<file path="src/rtl/fdiv_seq.sv">
// fdiv_seq: control sequencer for the fdiv floating-point divider.
// It captures the operands on start and holds them on N/D. It then walks fdiv
// through LOAD, INIT, ITERS pairs of MULA/MULB and ROUND, and finally latches
// the quotient and pulses done.
//
// state | meaning
// ------+--------------------------------------------------------------
// IDLE  | waiting for start; N/D/q_out hold their last values
// LOAD  | fdiv loads operands from N/D
// INIT  | fdiv seeds the reciprocal estimate
// MULA  | first half of a refinement iteration
// MULB  | second half of a refinement iteration; iter_cnt decides loop/exit
// ROUND | fdiv rounds; q_in is captured on the exit edge
// DONE  | q_out valid, done pulses for this single cycle
module fdiv_seq #(
    parameter int ITERS = 5
) (
    input  logic        clk,
    input  logic        reset,
    input  logic        start,
    input  logic [31:0] n_in,
    input  logic [31:0] d_in,
    input  logic [31:0] q_in,
    output logic [31:0] N,
    output logic [31:0] D,
    output logic [1:0]  c1,
    output logic [5:0]  op,
    output logic        rm,
    output logic        busy,
    output logic        done,
    output logic [31:0] q_out
);

    typedef enum logic [2:0] {
        ST_IDLE  = 3'd0,
        ST_LOAD  = 3'd1,
        ST_INIT  = 3'd2,
        ST_MULA  = 3'd3,
        ST_MULB  = 3'd4,
        ST_ROUND = 3'd5,
        ST_DONE  = 3'd6
    } state_t;

    localparam logic [3:0] ITER_LAST = 4'(ITERS - 1);

    state_t      state_q, state_d;
    logic [3:0]  iter_cnt_q, iter_cnt_d;
    logic [31:0] n_q, n_d;
    logic [31:0] dv_q, dv_d;
    logic [31:0] q_out_q, q_out_d;
    logic [1:0]  c1_q, c1_d;
    logic [5:0]  op_q, op_d;
    logic        rm_q, rm_d;
    logic        busy_q, busy_d;
    logic        done_q, done_d;

    // Next-state, operand capture and quotient capture.
    always_comb begin
        state_d    = state_q;
        iter_cnt_d = iter_cnt_q;
        n_d        = n_q;
        dv_d       = dv_q;
        q_out_d    = q_out_q;
        case (state_q)
            ST_IDLE: begin
                if (start) begin
                    state_d    = ST_LOAD;
                    n_d        = n_in;
                    dv_d       = d_in;
                    iter_cnt_d = 4'd0;
                end
            end
            ST_LOAD: state_d = ST_INIT;
            ST_INIT: state_d = ST_MULA;
            ST_MULA: state_d = ST_MULB;
            ST_MULB: begin
                if (iter_cnt_q == ITER_LAST) begin
                    state_d = ST_ROUND;
                end else begin
                    state_d    = ST_MULA;
                    iter_cnt_d = iter_cnt_q + 4'd1;
                end
            end
            ST_ROUND: begin
                state_d = ST_DONE;
                q_out_d = q_in;
            end
            ST_DONE: state_d = ST_IDLE;
            default: state_d = ST_IDLE;
        endcase
    end

    // Output decode of the upcoming state, so the registered outputs line up
    // with the state register and carry no path from the inputs.
    always_comb begin
        c1_d   = 2'b00;
        op_d   = 6'b000000;
        rm_d   = 1'b0;
        busy_d = (state_d != ST_IDLE);
        done_d = (state_d == ST_DONE);
        case (state_d)
            ST_LOAD:  begin c1_d = 2'b00; op_d = 6'b010000; end
            ST_INIT:  begin c1_d = 2'b01; op_d = 6'b001100; end
            ST_MULA:  begin c1_d = 2'b10; op_d = 6'b010001; end
            ST_MULB:  begin c1_d = 2'b11; op_d = 6'b001101; end
            ST_ROUND: begin c1_d = 2'b11; op_d = 6'b100010; rm_d = 1'b1; end
            default:  begin c1_d = 2'b00; op_d = 6'b000000; end
        endcase
    end

    // State and registered outputs; reset aborts any operation at once.
    always_ff @(posedge clk or negedge reset) begin
        if (!reset) begin
            state_q    <= ST_IDLE;
            iter_cnt_q <= 4'd0;
            n_q        <= 32'd0;
            dv_q       <= 32'd0;
            q_out_q    <= 32'd0;
            c1_q       <= 2'b00;
            op_q       <= 6'b000000;
            rm_q       <= 1'b0;
            busy_q     <= 1'b0;
            done_q     <= 1'b0;
        end else begin
            state_q    <= state_d;
            iter_cnt_q <= iter_cnt_d;
            n_q        <= n_d;
            dv_q       <= dv_d;
            q_out_q    <= q_out_d;
            c1_q       <= c1_d;
            op_q       <= op_d;
            rm_q       <= rm_d;
            busy_q     <= busy_d;
            done_q     <= done_d;
        end
    end

    assign N     = n_q;
    assign D     = dv_q;
    assign q_out = q_out_q;
    assign c1    = c1_q;
    assign op    = op_q;
    assign rm    = rm_q;
    assign busy  = busy_q;
    assign done  = done_q;

endmodule

</file>
<file path="config.mk">
export PLATFORM = sky130hd
export DESIGN_NAME = fdiv_seq
export DESIGN_NICKNAME = d
export VERILOG_FILES = /design/src/rtl/fdiv_seq.sv
export SDC_FILE = /design/constraint.sdc
export NUM_CORES = 1
export LEC_CHECK = 0
export CAP_MARGIN = 30
export CORE_UTILIZATION = 41
export DETAILED_ROUTE_END_ITERATION = 16
export GPL_ROUTABILITY_DRIVEN = 1
export PLACE_DENSITY = 0.81
export SYNTH_ARGS = -nofsm -noshare
export SYNTH_HDL_FRONTEND = slang
export SYNTH_SLANG_ARGS = --single-unit
</file>
<file path="constraint.sdc">
create_clock -name clk -period 2.3 [get_ports clk]
set_input_delay 0.345 -clock clk [delete_from_list [all_inputs] [get_ports clk]]
set_output_delay 0.345 -clock clk [all_outputs]
set_load 0.02 [all_outputs]
</file>
Word level (Yosys, flattened, before mapping)

Cells that the tools add are included.
W data, S select, Z words.

Output and inout port bits: 107
Logic and storage cells: 40
Register bits: 114
Bits of input ports: 99

Eq/ne operators: 14
Multiplexer cells: 9
Reduce and logical (&&, ||, !) cells: 6
$add $sub $neg: 1

Operators by type and width:

| cell                  | count |
|---|---|
| $pmux W6 S5           | 1 |
| $pmux W3 S6           | 1 |
| $eq A3 B3 Y1 const B  | 5 |
| $eq A3 B2 Y1 const B  | 4 |
| $mux W4               | 2 |
| $pmux W4 S2           | 1 |
| $eq A3 B1 Y1 const B  | 2 |
| $mux W3               | 2 |
| $pmux W2 S3           | 1 |
| $add A4 B1 Y4 const B | 1 |
| $eq A4 B3 Y1 const B  | 1 |
| $ne A2 B2 Y1 const B  | 2 |
| $logic_not A3 Y1      | 1 |
| $reduce_and A3 Y1     | 1 |
| $reduce_bool A3 Y1    | 1 |
| $reduce_and A2 Y1     | 1 |
| $reduce_bool A2 Y1    | 1 |
| $reduce_or A2 Y1      | 1 |
| $mux W1               | 1 |

Longest topological paths before layout

Depth after elaboration: 6
Mapped depth: 6
Mapped depth without buffers: 5

Worst setup path before layout

OpenSTA, ideal clock, no wires.

Path kind: reg-to-reg
Start point: register state_q[2]
End point: register dv_q[21], in the netlist D[21]
Period minus slack after synthesis: 1,632 ps
Data required time: 2,175 ps
Data arrival time: 1,507 ps
Buffers on the path: 3
Library setup time: 125 ps
Slack: 668 ps
Cell stages (with the launch flop): 6
Cell sequence: dfrtp_1 -> buf_6 -> nor4b_4 -> buf_4 -> buf_4 -> mux2_2

Word-level cells in the longest chain between the ends: 2

Ends and longest elaborated chain:

| what                        | RTL line | text |
|---|---|---|
| start, declared             | 46       | `state_t state_q, state_d;` |
| start signal, assigned      | 125      | `state_q <= state_d;` |
| $logic_not A3 Y1            | 64       | `case (state_q)` |
| $reduce_and A2 Y1 (no line) | n/a      |  |
| end signal, assigned        | 128      | `dv_q <= dv_d;` |
| end, declared               | 49       | `logic [31:0] dv_q, dv_d;` |

No other way between the ends.
A chain may end at the register's enable or synchronous reset.

Final worst setup path

Start point: register state_q[2]
End point: register dv_q[7], in the netlist D[7]

Same word-level chain as after synthesis.

==> impl_summary.md <==
Yosys
Counting flops and latches in the post-synthesis netlist gives 112. The commonest cells after synthesis are sky130_fd_sc_hd__dfrtp_1, sky130_fd_sc_hd__mux2_2, sky130_fd_sc_hd__buf_2. In this run, synthesis inferred 0 flip-flops with an integrated enable.

The cell count after synthesis came out at 263. Summing the sequential cell areas from Yosys gives 65.80% of the chip area. sky130_fd_sc_hd__dfrtp_1 is the most common cell in the netlist. The main flop type after synthesis is sky130_fd_sc_hd__dfrtp_1. Summed over all instances, the cell type with the most area after synthesis is sky130_fd_sc_hd__dfrtp_1.

The number of distinct library cell variants in the gate-level netlist after synthesis is 29. By area the synthesized netlist is led by sky130_fd_sc_hd__dfrtp_1, sky130_fd_sc_hd__mux2_2, sky130_fd_sc_hd__buf_4, sky130_fd_sc_hd__buf_2, sky130_fd_sc_hd__ha_1. Of all flip-flops after synthesis, the portion carrying an async set or reset was 100.0%. The number of nets handed over by synthesis was 364. The average footprint of a synthesized cell is 16.19 µm².

The synthesized netlist occupies a cell area of 4259 µm². The count of yosys warnings during synthesis is 0. The area fraction of the dominant cell type after synthesis is 65.80%.

Global route
After global routing the overflow that remains totals 0. The number of global-route vias before repair is 3127. The busiest layer in global routing is met2.

The total global-route track usage is 18.15%. The first global-routing pass estimated 15620 µm of wire. For this run, global-route usage on met2 was measured as 29.48%. The initial antenna violation count is 0. The global routing met3 resource utilization is 5.514%. The met1 global-route usage is 22.28%.

The pin count of the biggest net entering global routing is 69.

Critical path
Data on the critical path is required at its endpoint by 2.55 ns. In this run the register-to-register setup slack is 0.51 ns. Data arrives at the worst endpoint at 2.03 ns. The signal on the critical path passes through nor4b_4 -> buf_12 -> mux2_2. The nature of the critical path endpoint is a flop.

The largest stage delay on the critical path is 0.51 ns. The launch instance of the worst register-to-register path is state_q[2]$_DFF_PN0_. The kind of critical path is reg -> reg. The number of cells on the worst reg-to-reg path is 3. In this run the worst path has a maximum fanout of 68.

The endpoint identified for the worst register-to-register timing path is D[7]$_DFFE_PN0P_. The worst setup path is launched from a flop. Among all stages on the critical path, the largest delay is contributed by sky130_fd_sc_hd__dfrtp_1.

Clocking
The number of levels the H-tree was split into is 3. The root cell of the clock tree is sky130_fd_sc_hd__clkbuf_8. TritonCTS built the clock tree. After clock tree synthesis, the clock-pin slew on the worst setup and hold paths is 0.10 ns. The clock insertion delay at the later pin of the skew report is 0.35 ns. The number of cells upsized or downsized after cts is 0. The number of hold buffers added after cts is 0. Buffers added to address setup during post-CTS repair amount to 0. The CTS buffer count is 9. In this run the deepest clock path goes through 2 buffers.

The number of clock sinks seen by CTS is 112.

Die
The die covers 10800 µm². The floorplan core area is 9910 µm². In this run the core area contains 36 standard-cell rows.

The number of placed I/O pins is 206. The die boundary height is 103.9 µm. The width of the die is 103.9 µm. The starting density of the core is 42.98%.

Layout
The final antenna diode count is 0. The share of cells above drive strength 1 is 25.64%. Counting the fill cells in the layout gives 746. The number of nets in the layout is 569.

The area growth from synthesis to layout is 55.70%.

Placed design
The global placer's final weighted congestion is 0.7543. The number of I/O port buffers is 205. The wire-length estimate of the detail-placed layout is 6787 µm.

Run
Across the run, the number of max-cap violations was 0.

Power and ir drop
The static leakage power is 2.771 nW. The power per cell area is 1424 nW/µm². VDD sags by at most 0.0007528 V.

Detailed routing
The pre-antenna-repair detailed-routing pass consisted of 4 iterations. The final route contains 2892 vias. The residual antenna-violating net count after detailed routing is 0. The routed via count divided by cell count is 4.780. The detailed-route wire length is 9299 µm. In the routed design, unresolved DRC markers number 0. The average wire length per cell after detail routing is 15.37 µm. For this block, the initial DRC count from the detailed router was 81.

Timing
Hold timing on the final database bottoms out at a slack of 0.02142 ns. The total negative slack for setup checks is 0 ns. The final hold violation count came to 0. Setup violations remaining at the end of the flow were counted as 0. Between clock sinks in the finished design, the worst skew comes to 0.009111 ns. The final period utilization is 77.69%. The worst max-slew margin expressed relative to the limit is 52.06%. The maximum achievable frequency is 559.7 MHz. Setup repair after global routing left no endpoint under its margin. The clock period minus final worst setup slack is 1.787 ns. The final max-slew violation count is 0. The slew at the pin closest to its max-slew limit is 0.7192 ns.

Min path
The path class of the tightest hold or removal check is in -> async.

Status
The flow ran to the end, and the final reports show no timing, DRC or antenna violations.
through the flow:
stage | utilization (%) | worst slack (ns) | total power [mW] | cells | area [µm²]
CTS | 66.92 | 0.5225 | 9.549 | 605 | 6631
floorplan | - | 0.6682 | 5.982 | 263 | 4259
global route | 66.92 | 0.4431 | 9.950 | 605 | 6631
global placement | 64.89 | 0.3200 | 8.181 | 590 | 6430
detailed placement | 64.89 | 0.2706 | 8.310 | 590 | 6430
finish | 66.92 | 0.5132 | 9.441 | 605 | 6631
critical path, delay by kind of cell, from the launching register on:
kind / cells / cell delay, ns
buffers and inverters: 1 / 0.33
DFF: 1 / 0.51
muxes: 1 / 0.38
and+or+nand+nor: 1 / 0.37
worst max-delay path by stage:
stage,start,endpoint,slack (ns)
final,state_q[2]$_DFF_PN0_,D[7]$_DFFE_PN0P_,0.51
after detailed placement,start,N[3]$_DFFE_PN0P_,0.27
after global routing,state_q[2]$_DFF_PN0_,D[23]$_DFFE_PN0P_,0.44
after CTS,state_q[2]$_DFF_PN0_,D[23]$_DFFE_PN0P_,0.52
after global placement,start,N[20]$_DFFE_PN0P_,0.32
after floorplan,state_q[2]$_DFF_PN0_,D[21]$_DFFE_PN0P_,0.67
registers in the layout, summed over array words and instances (netlist names):
signal      cells
c1              2
done            1
q_out          32
N              32
rm              1
iter_cnt_q      4
op              4
D              32
state_q         3
busy            1
cell usage in the layout, fill, tap and decap left out, types with 2 or more instances in the layout:
cell                              instances
sky130_fd_sc_hd__dfrtp_1                112
sky130_fd_sc_hd__nand2_1                  4
sky130_fd_sc_hd__clkdlybuf4s50_1        204
sky130_fd_sc_hd__bufinv_16                2
sky130_fd_sc_hd__inv_1                    4
sky130_fd_sc_hd__clkinv_2                 2
sky130_fd_sc_hd__a21oi_1                  2
sky130_fd_sc_hd__nand3_1                  2
sky130_fd_sc_hd__buf_12                   2
sky130_fd_sc_hd__clkbuf_1                 2
sky130_fd_sc_hd__ha_1                     2
sky130_fd_sc_hd__clkbuf_8                 9
sky130_fd_sc_hd__nor2_1                   4
sky130_fd_sc_hd__buf_4                    4
sky130_fd_sc_hd__mux2_2                  98
sky130_fd_sc_hd__nand2b_1                 2
logic make-up (layout without fill, tap and decap cells):
logic type | count (synthesis) | count (layout) | synth area share [%]
buffers and inverters | 20 | 229 | 2.879
multiplexers | 99 | 99 | 26.15
flip-flops | 112 | 112 | 65.80
AND/OR/NAND/NOR | 23 | 23 | 3.496
AO/OA/AOI/OAI | 6 | 6 | 0.8814
XOR/XNOR | 1 | 1 | 0.2057
adder cells (fa/ha/maj) | 2 | 2 | 0.5875
power breakdown:
part / leakage [nW] / switching [mW] / internal (mW)
logic: 1.33 / 2.14 / 2.63
clock network: 0.103 / 0.617 / 0.606
registers: 1.33 / 0.514 / 2.93
layer usage:
| layer | wire length (µm) | vias up |
|---|---|---|
| li1 | - | 1322 |
| met1 | 3810 | 1419 |
| met2 | 4510 | 133 |
| met3 | 744 | 18 |
| met4 | 233 | 0 |
| met5 | 0 | - |
layout make-up:
| type | count | area, µm² | share of cell area (%) |
|---|---|---|---|
| timing repair buffer | 210 | 2112 | 31.85 |
| clock buffer | 11 | 131.4 | 1.981 |
| sequential | 112 | 2803 | 42.26 |
| inverter | 4 | 15.01 | 0.2264 |
| tap | 133 | 166.4 | 2.509 |
| clock inverter | 4 | 70.07 | 1.057 |
| multi-input combinational | 131 | 1334 | 20.11 |
No activity file was read; power rests on OpenSTA's default activity.
